[src/rtl/digit_serial_adder.sv]
// Digit-serial adder/subtractor: processes DIGIT bits of a WIDTH-bit operation per clock,
// with a registered carry between digits and valid/ready handshakes on both sides.
module digit_serial_adder #(
    parameter int WIDTH = 16,
    parameter int DIGIT = 4
) (
    input  logic             clk,
    input  logic             resetN,
    input  logic             startValid,
    output logic             startReady,
    input  logic [WIDTH-1:0] inA,
    input  logic [WIDTH-1:0] inB,
    input  logic             carryIn,
    input  logic             subMode,
    output logic [WIDTH-1:0] sum,
    output logic             carryOut,
    output logic             overflow,
    output logic             doneValid,
    input  logic             doneReady
);
    localparam int N  = WIDTH / DIGIT;
    localparam int CW = (N > 1) ? $clog2(N) : 1;

    typedef enum logic [1:0] {IDLE, RUN, DONE} stateE;
    stateE state, stateNext;

    logic [WIDTH-1:0] aReg, bReg, resReg, resNext;
    logic [CW-1:0]    cnt;
    logic             carry;
    logic [DIGIT-1:0] dSum;
    logic             dCarry, cIntoTop, lastStep;

    assign {dCarry, dSum} = {1'b0, aReg[DIGIT-1:0]} + {1'b0, bReg[DIGIT-1:0]}
                          + {{DIGIT{1'b0}}, carry};
    // Carry into the digit's top bit falls out of that bit's sum: s ^ a ^ b.
    assign cIntoTop = dSum[DIGIT-1] ^ aReg[DIGIT-1] ^ bReg[DIGIT-1];
    assign lastStep = (state == RUN) && (cnt == CW'(N - 1));

    generate
        if (DIGIT == WIDTH) begin : gFull
            assign resNext = dSum;
        end else begin : gShift
            assign resNext = {dSum, resReg[WIDTH-1:DIGIT]};
        end
    endgenerate

    always_ff @(posedge clk or negedge resetN) begin
        if (!resetN) state <= IDLE;
        else         state <= stateNext;
    end

    always_comb begin
        stateNext = state;
        case (state)
            IDLE:    if (startValid) stateNext = RUN;
            RUN:     if (lastStep)   stateNext = DONE;
            DONE:    if (doneReady)  stateNext = IDLE;
            default: stateNext = IDLE;
        endcase
    end

    always_comb begin
        startReady = (state == IDLE);
        doneValid  = (state == DONE);
    end

    always_ff @(posedge clk or negedge resetN) begin
        if (!resetN) begin
            aReg     <= '0;
            bReg     <= '0;
            resReg   <= '0;
            cnt      <= '0;
            carry    <= 1'b0;
            sum      <= '0;
            carryOut <= 1'b0;
            overflow <= 1'b0;
        end else if (state == IDLE && startValid) begin
            aReg   <= inA;
            bReg   <= subMode ? ~inB : inB;
            carry  <= subMode | carryIn;
            cnt    <= '0;
        end else if (state == RUN) begin
            aReg   <= aReg >> DIGIT;
            bReg   <= bReg >> DIGIT;
            resReg <= resNext;
            carry  <= dCarry;
            cnt    <= cnt + 1'b1;
            if (lastStep) begin
                sum      <= resNext;
                carryOut <= dCarry;
                overflow <= cIntoTop ^ dCarry;
            end
        end
    end
endmodule

[config.mk]
export PLATFORM = sky130hd
export DESIGN_NAME = digit_serial_adder
export DESIGN_NICKNAME = d
export VERILOG_FILES = /design/src/rtl/digit_serial_adder.sv
export SDC_FILE = /design/constraint.sdc
export NUM_CORES = 1
export LEC_CHECK = 0
export CAP_MARGIN = 30
export CORE_AREA = 2 2 80 82
export DETAILED_ROUTE_END_ITERATION = 7
export DIE_AREA = 0 0 82 84
export PLACE_DENSITY = 0.78
export SYNTH_ARGS = -nofsm -noshare
export SYNTH_HDL_FRONTEND = slang
export SYNTH_SLANG_ARGS = --single-unit
export TNS_END_PERCENT = 20
[constraint.sdc]
create_clock -name clk -period 2.8 [get_ports clk]
set_input_delay 0.56 -clock clk [delete_from_list [all_inputs] [get_ports clk]]
set_output_delay 0.56 -clock clk [all_outputs]
set_load 0.005 [all_outputs]
==> metrics <==
Yosys warning count=0; residual overflow from global routing=0; clk_lat worst skew=approximately 0.33 ns; number of clock sinks=67; largest net degree at the start of global routing=37; Async S/R FF share, synth=100%; post_cts resized=0; Final Wtd Congestion=between 0.8 and 0.9; Power Density=between 1000 and 1500 nW/um2; Total GRT Usage=between 10% and 20%; critical path type=flop to flop; Mapped Area=3010 um2; complex-gate fraction of the synthesized area=12.6%; mux share of post-synthesis cell area=between 6 and 7%; vias per cell=~5.3; Post-Route Skew=between 0.005 and 0.006 ns; final WL=roughly 5800 um; Vias=approximately 2,200; root buf cell=clkbuf_8; final worst path period share=approximately four fifths; register area=about 1700 um2; # DRC=0; IO Pins=58; Routed Antenna Nets=0; Arr. time, crit path=about 2.5 ns; crit end category=flop; flops & latches, synth=67; Leak=approximately 0.0018 uW; Syn-to-layout area delta=27.3%; main combinational cell family by area after synthesis=simple AND/OR/NAND/NOR gates; CP Data Required Time=between 3 and 4 ns; CTS tree=yes; slowest cell on the critical path=fa_1; DR iter-0 viols=117; fmax=approximately 450 MHz; Final min period=2.24 ns; post-synthesis instance total=roughly 280; CTS H-tree lvls=3; min-delay worst type=input port to async pin; Slew Limit Headroom=59.9%; crit path cell chain=fa_1 -> fa_1 -> a21o_1 -> a211oi_1 -> a211oi_1 -> o31ai_1; Core ar.=between 6000 and 7000 um2; outcome=completed; Fill cells=between 500 and 600; max_cap viols=0; reg2reg start=aReg[0]; layout cells sized above 1=between 10 and 15%; FF-to-FF End=overflow; Least-Margin Pin Slew=approximately 0.6 ns; post-synth net total=between 300 and 400; initial antenna violation count=0; Setup Slack @ Placement=between 0.5 and 0.6 ns; synthesized-area fraction occupied by adder cells=about 3%; ant diodes=0; final HPWL from detailed placement=3940 um; Multi-input gate area=1240 um2; max incr delay on CP=about 0.46 ns; Worst Path Max Fanout=3; Die W=82 um; Max clock buf depth=2; CP startpoint kind=flop; synth unique cells=32; Slew Viols, Final=0; Initial Util=between 40% and 50%; Mean Syn Cell Area=around 11 um2; wire per inst=approximately 14 um; Final #Nets=roughly 380; Seq/Total Area, Yosys=a little under three fifths; final setup fails=0; simple-gate share of the synthesized area=between 10 and 15%; Worst-path clk slew=around 0.070 ns; setup tns final=0 ns; FF-to-FF path depth=6; RSZ-0062 raised after global routing=false; Num CTS Buffers=9; Post-CTS Hold Fix Bufs=0; drt pass-1 iters=4; EDFF count, synth=0; vias in the first global route=about 2,300; VDD IR-drop max=1.09 mV; R2R Setup Slk=0.56 ns; first-pass GRT wire length=around 10,000 um; Port Buffers=57; DIE AREA=slightly below 7000 um2; Worst Slack Setup Final=around 0.56 ns; number of post-CTS setup repair buffers=0; XOR/XNOR Fraction of Synth Area=5.24%; Die H=84 um; Core Rows=29; Fin. Hold Viols=0; prevailing post-synth register cell=dfrtp_1
-- routing by layer --
layer / wire [um] / share of wire [%] / track usage (%) / up-vias
met5: 0 / 0 / 0 / -
met4: 116 / 2.0 / 8.64 / 0
met3: 196 / 3.4 / 3.25 / 10
met2: 2900 / 50 / 31.3 / 56
met1: 2540 / 44 / 24.1 / 1064
li1: - / - / - / 1060
-- placed cells by master (no fill, tap or decap), types with 5 or more instances in the layout --
master            n
nand2_1          74
dfrtp_1          67
clkdlybuf4s50_1  56
xnor2_1          18
o21ai_0          17
nor2_1           13
clkbuf_8         13
a221o_1          12
a22oi_1          12
mux2_4           11
nand3_1           5
buf_4             5
-- per-stage QoR --
step                hold slack [ns]  area (um2)  std cells  util (%)  power, uW
floorplan                     0.264        3010        276         -       2990
global placement              0.455        3620        398      59.5       3510
detailed placement            0.463        3620        398      59.5       3620
CTS                           0.214        3820        414      62.6       4380
global route                  0.247        3830        415      62.8       4730
finish                        0.210        3830        415      62.8       4360
-- flip-flops by register name (all words and copies together), names as in the netlist --
register  count
aReg         16
bReg         16
carry         1
carryOut      1
cnt           2
overflow      1
resReg       12
state         2
sum          16
-- final cells by class --
| cell class | instances | share of cell area [%] |
|---|---|---|
| Inverter | 1 | 0.0980 |
| Clock buffer | 15 | 4.87 |
| Clock inverter | 1 | 0.131 |
| Multi-Input combinational cell | 191 | 32.5 |
| Timing Repair Buffer | 63 | 16.1 |
| Sequential cell | 67 | 43.8 |
| Tap cell | 77 | 2.51 |
-- logic make-up (layout without fill, tap and decap cells) --
kind of cell | count (synthesis) | count (layout)
AND/OR/NAND/NOR | 100 | 100
flip-flops | 67 | 67
AO/OA/AOI/OAI | 53 | 53
XOR/XNOR | 18 | 18
buffers and inverters | 18 | 80
multiplexers | 14 | 14
adder cells (fa/ha/maj) | 6 | 6
-- cell usage after synthesis (3+ instances only) --
cell	count	area [um2]
xnor2_1	18	158
mux2_4	11	165
mux2_2	3	33.8
clkbuf_1	6	22.5
nand3_1	5	25.0
nand2_1	74	278
nor2_1	13	48.8
o21ai_0	17	85.1
a22oi_1	12	90.1
a221o_1	12	120
buf_2	9	45.0
ha_1	4	50.1
dfrtp_1	67	1680
-- where the power goes --
part	switching [uW]	internal (uW)	leakage, uW
logic	938	961	0.000851
registers	288	1420	0.000847
clock network	331	418	0.0000997
total	1560	2800	0.00180
-- worst max path at each step --
stage	start	end	slack [ns]	cells after the start
floorplan	aReg[0]	overflow	0.71	6
global placement	aReg[0]	overflow	0.63	6
detailed placement	aReg[0]	overflow	0.55	6
CTS	aReg[0]	overflow	0.54	6
global route	aReg[0]	overflow	0.45	6
finish	aReg[0]	overflow	0.56	6
-- critical path: cells and delay by family, from the launching register on --
family / cells / cell delay (ns)
compound gates: 4 / 0.85
fa+ha+maj: 2 / 0.90
flops: 1 / 0.40
(Power assumes the default switching activity.)
